==> config.mk <==
export PLATFORM = sky130hd
export DESIGN_NAME = alu_op_arbiter
export DESIGN_NICKNAME = d
export VERILOG_FILES = /design/src/rtl/alu_op_arbiter.sv
export SDC_FILE = /design/constraint.sdc
export NUM_CORES = 1
export LEC_CHECK = 0
export CAP_MARGIN = 20
export CORE_ASPECT_RATIO = 1.2
export CORE_MARGIN = 2
export CORE_UTILIZATION = 45
export CTS_BUF_LIST = sky130_fd_sc_hd__clkbuf_16
export DETAILED_ROUTE_END_ITERATION = 7
export PLACE_DENSITY_LB_ADDON = 0.3
export RECOVER_POWER = 25
export SLEW_MARGIN = 15
export SYNTH_ARGS = -nofsm -noshare
export SYNTH_HDL_FRONTEND = slang
export SYNTH_SLANG_ARGS = --single-unit
export TNS_END_PERCENT = 1
==> constraint.sdc <==
create_clock -name clk -period 2.73 [get_ports clk]
set_input_delay 0.546 -clock clk [delete_from_list [all_inputs] [get_ports clk]]
set_output_delay 0.546 -clock clk [all_outputs]
set_load 0.02 [all_outputs]
==> src/rtl/alu_op_arbiter.sv <==
// alu_op_arbiter: two requesters share one 8-bit ALU.
// Define ALU_ARB_FIXED_PRIO_EN so requester 0 always wins ties.
module alu_op_arbiter #(
  parameter int LAT = 1,
  parameter int W   = 8
) (
  input  logic         clk,
  input  logic         rst,
  input  logic [1:0]   req,
  input  logic [2:0]   op0,
  input  logic [W-1:0] a0,
  input  logic [W-1:0] b0,
  input  logic [2:0]   op1,
  input  logic [W-1:0] a1,
  input  logic [W-1:0] b1,
  output logic [1:0]   gnt,
  output logic [1:0]   done,
  output logic [W-1:0] result,
  output logic         err,
  output logic         busy,
  output logic [2:0]   alu_in_sel,
  output logic [6:0]   alu_out_sel,
  output logic [W-1:0] alu_num1,
  output logic [W-1:0] alu_num2,
  input  logic [W-1:0] alu_result,
  input  logic         alu_ovf
);

  typedef enum logic [1:0] {
    IDLE, ISSUE, WAIT, DONE
  } state_t;

  state_t       stateQ, stateN;
  logic [1:0]   gntQ, gntN;
  logic [2:0]   opQ, opN, opSel;
  logic [W-1:0] aQ, aN, bQ, bN;
  logic [W-1:0] resQ, resN;
  logic         errQ, errN;
  logic [3:0]   cntQ, cntN;
  logic [2:0]   inSelQ, inSelN;
  logic [6:0]   outSelQ, outSelN;
  logic         pick;
`ifndef ALU_ARB_FIXED_PRIO_EN
  logic         lastQ, lastN;
`endif

  // Winner select: 1 means requester 1.
`ifdef ALU_ARB_FIXED_PRIO_EN
  always_comb pick = ~req[0];
`else
  always_comb pick = (req == 2'b11) ? ~lastQ : req[1];
`endif

  // Next-state and datapath updates.
  always_comb begin
    stateN  = stateQ;
    gntN    = gntQ;
    opN     = opQ;
    aN      = aQ;
    bN      = bQ;
    resN    = resQ;
    errN    = errQ;
    cntN    = cntQ;
    outSelN = outSelQ;
`ifndef ALU_ARB_FIXED_PRIO_EN
    lastN   = lastQ;
`endif
    opSel   = pick ? op1 : op0;
    unique case (stateQ)
      IDLE: begin
        if (|req) begin
          gntN = pick ? 2'b10 : 2'b01;
          opN  = opSel;
          if (opSel == 3'd7) begin
            stateN = DONE;
            resN   = '0;
            errN   = 1'b1;
`ifndef ALU_ARB_FIXED_PRIO_EN
            lastN  = pick;
`endif
          end else begin
            stateN  = ISSUE;
            aN      = pick ? a1 : a0;
            bN      = pick ? b1 : b0;
            outSelN = 7'd1 << opSel;
          end
        end
      end
      ISSUE: begin
        stateN = WAIT;
        cntN   = 4'(LAT - 1);
      end
      WAIT: begin
        if (cntQ == 4'd0) begin
          stateN = DONE;
          resN   = alu_result;
          errN   = (opQ == 3'd6) && alu_ovf;
`ifndef ALU_ARB_FIXED_PRIO_EN
          lastN  = gntQ[1];
`endif
        end else begin
          cntN = cntQ - 4'd1;
        end
      end
      DONE: begin
        stateN = IDLE;
        gntN   = 2'b00;
      end
      default: stateN = IDLE;
    endcase
    inSelN = (stateN == ISSUE) ? 3'b010 : 3'b100;
  end

  // State and datapath registers.
  always_ff @(posedge clk or negedge rst) begin
    if (!rst) begin
      stateQ  <= IDLE;
      gntQ    <= 2'b00;
      opQ     <= 3'd0;
      aQ      <= '0;
      bQ      <= '0;
      resQ    <= '0;
      errQ    <= 1'b0;
      cntQ    <= 4'd0;
      inSelQ  <= 3'b001;
      outSelQ <= 7'd0;
`ifndef ALU_ARB_FIXED_PRIO_EN
      lastQ   <= 1'b1;
`endif
    end else begin
      stateQ  <= stateN;
      gntQ    <= gntN;
      opQ     <= opN;
      aQ      <= aN;
      bQ      <= bN;
      resQ    <= resN;
      errQ    <= errN;
      cntQ    <= cntN;
      inSelQ  <= inSelN;
      outSelQ <= outSelN;
`ifndef ALU_ARB_FIXED_PRIO_EN
      lastQ   <= lastN;
`endif
    end
  end

  assign gnt         = gntQ;
  assign done        = (stateQ == DONE) ? gntQ : 2'b00;
  assign result      = resQ;
  assign err         = errQ & (|gntQ);
  assign busy        = (stateQ != IDLE);
  assign alu_in_sel  = inSelQ;
  assign alu_out_sel = outSelQ;
  assign alu_num1    = aQ;
  assign alu_num2    = bQ;

endmodule

==> results of run 1 <==
cell usage after synthesis (2+ instances only):
master / instances
a22oi_1: 2
buf_2: 4
nor2b_1: 4
and2_1: 3
a22o_1: 2
a211oi_1: 2
a21oi_1: 7
o311ai_0: 7
dfstp_2: 2
nand3_1: 3
ha_1: 7
a31o_2: 2
o21a_1: 5
mux2_2: 17
o21ai_0: 8
nand4_1: 2
inv_1: 11
nand2_1: 65
nor3_1: 2
dfrtp_1: 45
clkbuf_1: 5
buf_4: 3
o31ai_1: 10
buf_6: 2
mux2i_1: 4
and3_1: 2
nor2_1: 10
report_power, final:
| group | internal [uW] | leakage (uW) | switching (uW) |
|---|---|---|---|
| combinational | 959 | 0.000923 | 1040 |
| sequential | 987 | 0.000583 | 168 |
| clock | 337 | 0.0000658 | 260 |
| total | 2280 | 0.00157 | 1470 |
layer usage:
metal  wire length, um  global-route usage, %  up-vias
met5                 0                      0        -
met3               503                   5.64       10
met1              2730                   26.4     1078
met4               110                   7.38        0
met2              2950                   35.0       88
li1                  -                      -     1094
state kept, by name, indices dropped and copies added, names as in the netlist, 2 cells and up:
register,cells
alu_in_sel,3
alu_num1,8
alu_num2,8
alu_out_sel,7
cntQ,4
gnt,2
opQ,3
result,8
stateQ,2
cell type report:
cell class / count / area, um2
inverter: 12 / 45.0
clock buffer: 5 / 125
fill: 431 / 1700
multi-input combinational: 186 / 1210
clock inverter: 3 / 20.0
tap: 62 / 77.6
sequential: 47 / 1180
timing repair buffer: 101 / 976
cells by family (layout without fill, tap and decap cells):
| kind of cell | after synthesis | count (layout) | synth area share, % |
|---|---|---|---|
| and+or+nand+nor | 98 | 98 | 17.3 |
| AOI/OAI and AO/OA | 56 | 56 | 16.2 |
| DFF | 47 | 47 | 46.7 |
| buffers and inverters | 26 | 121 | 5.11 |
| muxes | 23 | 23 | 10.7 |
| adders and majority gates | 7 | 7 | 3.47 |
| other | 1 | 1 | 0.149 |
| xor gates and xnor gates | 1 | 1 | 0.347 |
through the flow:
step | util, % | hold WS (ps) | cells | total power, uW
2_1_floorplan | - | 250 | 259 | 2330
5_1_grt | 68.2 | 504 | 416 | 3990
4_1_cts | 68.1 | 371 | 415 | 3760
3_5_place_dp | 65.4 | 481 | 407 | 3150
6_report | 68.2 | 495 | 416 | 3750
3_3_place_gp | 65.4 | 469 | 407 | 3090
worst max path at each step:
stage,endpoint,slack [ps],cells after the start,startpoint
6_report,busy,400,4,stateQ[0]
5_1_grt,busy,260,4,stateQ[1]
4_1_cts,result[6],270,6,stateQ[0]
3_5_place_dp,result[4],250,5,req[1]
3_3_place_gp,result[7],350,5,req[1]
2_1_floorplan,alu_num1[0],630,8,stateQ[0]
critical path, stage by stage (launching register included):
cell and delay [ps]:
dfrtp_1 420, inv_1 130, ha_1 180, clkinv_1 170, clkdlybuf4s50_1 600
==> summary.md, run 1 <==
| Metric | Value |
|---|---|
| Clock Sink Count | `47` |
| DR WL/cell | `15.1 um` |
| Drt total wl | `6.30 mm` |
| Syn nets | `317` |
| Crit-path max FO | `4` |
| Routed Antenna Nets | `0` |
| Syn Area/Cell | `9.74 um2` |
| Outcome | `complete, no violations` |
| Yosys top cell by area | `dfrtp_1` |
| Synth area leaders | `dfrtp_1, nand2_1, mux2_2, ha_1, o31ai_1` |
| Clock Path Buffers | `2` |
| Initial core utilization | `47.3%` |
| Post_cts resized | `0` |
| Die area | `6220 um2` |
| Most common flop cell mapped by yosys | `dfrtp_1` |
| Postcts setup bufs | `0` |
| Pins Over Slew Limit | `0` |
| Post-route minimum period | `2330 ps` |
| Final setup vio count | `0` |
| First-pass GRT wire length | `10.3 mm` |
| Most frequent cells in the layout | `clkdlybuf4s50_1, nand2_1, dfrtp_1` |
| Die height | `86.0 um` |
| CTS tree | `built` |
| Post-route cell area | `3640 um2` |
| Hold-fix buffers at CTS | `0` |
| Synthesis Warnings | `0` |
| Hold_sp | `alu_out_sel[3]` |
| GR Overflow Total | `0` |
| Static Leak | `0.00157 uW` |
| Achievable frequency | `0.430 GHz` |
| Post-route DRC violation count | `0` |
| Drt pass-1 iters | `4` |
| Placer Congestion | `0.832` |
| Share of the synthesized area in the top cell type | `44.6%` |
| Fraction of the yosys area taken by sequential cells | `46.7%` |
| Most common cell after layout, fill and taps aside | `clkdlybuf4s50_1` |
| FFs w/ async S/R, synth | `100%` |
| DR vias | `2270` |
| R2r setup slk | `590 ps` |
| Pwr dens | `1030 nW/um2` |
| Largest net degree at the start of global routing | `48` |
| Worst-path clk slew | `60 ps` |
| RSZ-0062 raised after global routing | `false` |
| Worst setup path category | `reg2out` |
| I/O Buffers | `90` |
| Share of cells above drive strength 1 | `13.6%` |
| Worst skew pair latency | `290 ps` |
| Final period util | `85.3%` |
| Hold EP | `alu_out_sel[3]` |
| Row count | `29` |
| Initial DRC count | `65` |
| Synth Register Bits | `47` |
| # diodes | `0` |
| Netlist cell types | `50` |
| Vias/cell | `5.46` |
| Worst path arrival time | `1780 ps` |
| Worst-Margin Slew | `1130 ps` |
| Die X | `72.3 um` |
| Nets@finish | `411` |
| Setup TNS | `0 ps` |
| Worst setup margin | `402 ps` |
| Max_cap viols | `0` |
| CTS Buf Count | `5` |
| Post-Synthesis Cells | `259` |
| Worst r2r dst | `result[6]` |
| Reg2Reg Launch Point | `stateQ[0]` |
| Final HPWL DP | `4.49 mm` |
| GRT Total Usage | `21.1%` |
| Critical path startpoint category | `register` |
| Number of global-route vias before repair | `2226` |
| Post-Place Setup Slack | `247 ps` |
| EDFF count, synth | `0` |
| Data required time of the critical path | `2180 ps` |
| Antenna violations before repair | `0` |
| Area delta synth->final | `44.2%` |
| R2R depth | `7` |
| Post-Syn Area | `2520 um2` |
| Placed cell areas | `3490 um2` |
| Core Area | `5330 um2` |
| Relative slew slack | `24.5%` |
| Worst VDD drop | `496 uV` |
| CP endpoint kind | `primary output` |
| I/O pins | `91` |
| Worst Hold Depth | `1` |
| Hold Crit Class | `reg2reg` |
| Clock root cell | `clkbuf_16` |
| Clock Skews | `3.13 ps` |
| H-Tree Depth | `2` |
| Hold Vio Cnt, Final | `0` |
(Power assumes the default switching activity.)
==> run 2: changes to the inputs <==
--- a/config.mk
+++ b/config.mk
@@ -13,7 +13,6 @@
 export DETAILED_ROUTE_END_ITERATION = 7
 export PLACE_DENSITY_LB_ADDON = 0.3
 export RECOVER_POWER = 25
-export SLEW_MARGIN = 15
 export SYNTH_ARGS = -nofsm -noshare
 export SYNTH_HDL_FRONTEND = slang
 export SYNTH_SLANG_ARGS = --single-unit
==> summary.md, run 2 (synthesis gave the netlist of run 1 again) <==
| Metric | Value |
|---|---|
| Clock Sink Count | `47` |
| Die height | `86.0 um` |
| Hold Crit Class | `reg2reg` |
| Share of cells above drive strength 1 | `13.6%` |
| CTS tree | `built` |
| Outcome | `complete, no violations` |
| CP endpoint kind | `primary output` |
| I/O pins | `91` |
| Relative slew slack | `24.7%` |
| Crit-path max FO | `4` |
| DR WL/cell | `15.1 um` |
| # fillers | `430` |
| Achievable frequency | `0.431 GHz` |
| Max_cap viols | `0` |
| Vias/cell | `5.45` |
| RSZ-0062 raised after global routing | `false` |
| Number of global-route vias before repair | `2226` |
| Antenna violations before repair | `0` |
| Postcts setup bufs | `0` |
| Static Leak | `0.00157 uW` |
| Die area | `6220 um2` |
| Pwr dens | `1030 nW/um2` |
| Post-route DRC violation count | `0` |
| Routed Antenna Nets | `0` |
| Final setup vio count | `0` |
| CTS Buf Count | `5` |
| Worst-Margin Slew | `1130 ps` |
| Clock root cell | `clkbuf_16` |
| Final HPWL DP | `4.49 mm` |
| Area delta synth->final | `44.2%` |
| Worst setup margin | `410 ps` |
| Worst-path clk slew | `70 ps` |
| DR vias | `2268` |
| Clock Skews | `3.75 ps` |
| Pins Over Slew Limit | `0` |
| Post-Place Setup Slack | `247 ps` |
| Die X | `72.3 um` |
| Nets@finish | `411` |
| Worst VDD drop | `570 uV` |
| Row count | `29` |
| I/O Buffers | `90` |
| # diodes | `0` |
| Most frequent cells in the layout | `clkdlybuf4s50_1, nand2_1, dfrtp_1` |
| GR Overflow Total | `0` |
| Initial core utilization | `47.3%` |
| Core Area | `5330 um2` |
| GRT Total Usage | `21.1%` |
| Most common cell after layout, fill and taps aside | `clkdlybuf4s50_1` |
| Hold Vio Cnt, Final | `0` |
| Hold-fix buffers at CTS | `0` |
| Placer Congestion | `0.832` |
| Drt total wl | `6.27 mm` |
| Critical path startpoint category | `register` |
| H-Tree Depth | `2` |
| Initial DRC count | `76` |
| Data required time of the critical path | `2180 ps` |
| First-pass GRT wire length | `10.3 mm` |
| Worst setup path category | `reg2out` |
| Drt pass-1 iters | `4` |
| Final period util | `85.0%` |
| Post-route minimum period | `2320 ps` |
| Worst skew pair latency | `290 ps` |
| Largest net degree at the start of global routing | `48` |
| Setup TNS | `0 ps` |
| Worst path arrival time | `1770 ps` |
| Clock Path Buffers | `2` |
| Post_cts resized | `0` |
[run 2: cell counts in the layout (fill, tap and decap cells not counted)]
No cell type changed its count.
[run 2: path summary, 6_finish.rpt]
check | start | slack [ps] | depth (start not counted) | endpoint
max in group asynchronous | rst | 1480 | 2 | result[0]
worst max register to register | stateQ[0] | 640 | 7 | result[6]
worst min register to register | alu_out_sel[3] | 500 | 1 | alu_out_sel[3]
worst min-delay path | alu_out_sel[3] | 500 | 1 | alu_out_sel[3]
min in group asynchronous | rst | 550 | 2 | alu_num2[0]
worst max-delay path | stateQ[0] | 410 | 4 | busy
[run 2: final cells by class]
cell class                      instances  area (um2)  area share [%]
Clock buffer                            5         125            3.44
Clock inverter                          3        20.0           0.550
Inverter                               12        45.0            1.24
Multi-Input combinational cell        186        1210            33.4
Sequential cell                        47        1180            32.4
Tap cell                               62        77.6            2.13
Timing Repair Buffer                  101         976            26.8
[run 2: layer usage]
metal / global-route usage (%) / part of all wire, % / up-vias
li1: - / - / 1094
met1: 26.4 / 43 / 1075
met2: 35.0 / 47 / 90
met3: 5.64 / 8.0 / 9
met4: 7.38 / 1.7 / 0
met5: 0 / 0 / -
[run 2: worst max-delay path, cell delays in order, from the launching register on]
cell             delay (ps)
dfrtp_1                 420
inv_1                   130
ha_1                    180
clkinv_1                160
clkdlybuf4s50_1         600
[run 2: per-stage QoR]
step | total power, uW | cells | cell area [um2] | hold WS (ps) | utilization [%]
floorplan | 2330 | 259 | 2520 | 250 | -
global placement | 3090 | 407 | 3490 | 469 | 65.4
detailed placement | 3150 | 407 | 3490 | 481 | 65.4
CTS | 3760 | 415 | 3630 | 371 | 68.1
global route | 3990 | 416 | 3640 | 504 | 68.2
finish | 3750 | 416 | 3640 | 495 | 68.2
[run 2: where the power goes]
| part | internal, uW | switching [uW] |
|---|---|---|
| Clock | 337 | 261 |
| Sequential | 987 | 168 |
| Combinational | 959 | 1040 |
==> run 3: changes to the inputs <==
==> constraint.sdc (replaced) <==
create_clock -name clk -period 2.4 [get_ports clk]
set_input_delay 0.48 -clock clk [delete_from_list [all_inputs] [get_ports clk]]
set_output_delay 0.48 -clock clk [all_outputs]
set_load 0.02 [all_outputs]
==> summary.md, run 3 (synthesis gave the netlist of run 1 again) <==
| Metric | Value |
|---|---|
| Clock Skews | `4.09 ps` |
| Crit path cell chain | `ha_1 -> and2_1 -> clkdlybuf4s50_1` |
| Placer Congestion | `0.790` |
| CP endpoint kind | `primary output` |
| Drt pass-1 iters | `4` |
| Worst VDD drop | `613 uV` |
| Max_cap viols | `0` |
| Data required time of the critical path | `1920 ps` |
| Number of global-route vias before repair | `2187` |
| Hold-fix buffers at CTS | `0` |
| Relative slew slack | `25.6%` |
| Final setup vio count | `0` |
| Worst setup path category | `reg2out` |
| Achievable frequency | `0.462 GHz` |
| Worst-Margin Slew | `1120 ps` |
| Vias/cell | `5.28` |
| Initial DRC count | `96` |
| Largest net degree at the start of global routing | `48` |
| Post-route minimum period | `2160 ps` |
| Routed Antenna Nets | `0` |
| Slowest CP cell | `clkdlybuf4s50_1` |
| Crit-path max FO | `4` |
| Drt total wl | `6.00 mm` |
| # fillers | `423` |
| GR Overflow Total | `0` |
| Nets@finish | `414` |
| Clock root cell | `clkbuf_16` |
| Worst-path clk slew | `60 ps` |
| Final HPWL DP | `4.42 mm` |
| CTS Buf Count | `5` |
| Multi-input logic area | `1210 um2` |
| # diodes | `0` |
| Pwr dens | `1160 nW/um2` |
| Outcome | `complete, no violations` |
| Postcts setup bufs | `0` |
| DR WL/cell | `14.3 um` |
| Die height | `86.0 um` |
| H-Tree Depth | `2` |
| Post-route DRC violation count | `0` |
| Die area | `6220 um2` |
| I/O pins | `91` |
| Die X | `72.3 um` |
| I/O Buffers | `90` |
| Final hold slack | `489 ps` |
| Most common cell after layout, fill and taps aside | `clkdlybuf4s50_1` |
| Initial core utilization | `47.3%` |
| Critical path startpoint category | `register` |
| Antenna violations before repair | `0` |
| Hold Vio Cnt, Final | `0` |
| Pins Over Slew Limit | `0` |
| Max incr delay on CP | `600 ps` |
| Clock Path Buffers | `2` |
| Row count | `29` |
| Worst skew pair latency | `280 ps` |
| RSZ-0062 raised after global routing | `false` |
| Final period util | `90.2%` |
| Area delta synth->final | `45.4%` |
| Hold Crit Class | `in2async` |
| Reg area | `1180 um2` |
| Clock Sink Count | `47` |
| GRT Total Usage | `20.2%` |
| CTS tree | `built` |
| Static Leak | `0.00160 uW` |
| Setup TNS | `0 ps` |
| DR vias | `2213` |
| Worst path arrival time | `1680 ps` |
| Core Area | `5330 um2` |
| First-pass GRT wire length | `9.90 mm` |
| Share of cells above drive strength 1 | `13.7%` |
| Post_cts resized | `0` |
| Most frequent cells in the layout | `clkdlybuf4s50_1, nand2_1, dfrtp_1` |
==> run 3: changes by cell type in the layout (fill, tap and decap cells not counted), sizes merged <==
cell           previous run  this run
inv                      11        12
clkinvlp                  2         0
dlymetal6s2s              0         1
clkdlybuf4s50            89        88
buf                      11        14
clkinv                    2         3
==> run 3: power by group <==
part	internal [uW]	total, uW	switching, uW	leakage (uW)
clock network	376	647	271	0.0000724
logic	1120	2300	1180	0.000949
registers	1120	1300	181	0.000583
total	2620	4250	1630	0.00160
==> run 3: worst paths after layout <==
check / from / end / slack [ps] / cells after the start
worst max-delay path: stateQ[1] / done[0] / 240 / 3
worst min-delay path: rst / alu_num2[4] / 490 / 2
worst max register to register: stateQ[1] / alu_num2[5] / 350 / 7
worst min register to register: alu_out_sel[3] / alu_out_sel[3] / 490 / 1
max in group asynchronous: rst / opQ[0] / 1230 / 2
min in group clk: alu_out_sel[3] / alu_out_sel[3] / 490 / 1
==> run 3: final cells by class <==
type,count,area share [%]
clock inverter,3,0.341
tap,62,2.12
multi-input combinational,186,33.1
timing repair buffer,104,27.6
sequential,47,32.1
inverter,12,1.23
clock buffer,5,3.41
==> run 3: layer usage <==
layer,GRT usage (%),routed length [um],up-vias
met4,6.35,92,0
met3,4.70,509,10
met5,0,0,-
met2,35.2,2810,85
li1,-,-,1099
met1,24.4,2590,1019
==> run 3: per-stage QoR <==
stage                     setup WS [ps]  utilization, %  cell area, um2  instances  power [uW]
after floorplan                     299               -            2520        259        2650
after global placement              119            66.0            3520        410        3550
after detailed placement           39.6            66.0            3520        410        3610
after CTS                          6.95            68.6            3660        418        4270
after global routing                174            68.8            3670        419        4530
final                               236            68.8            3670        419        4250
==> run 3: worst max-delay path: cells and delay by family, from the launching register on <==
family                     cells  cell delay (ps)
buffers and inverters          1              600
DFF                            1              410
and+or+nand+nor                1              150
adders and majority gates      1              230
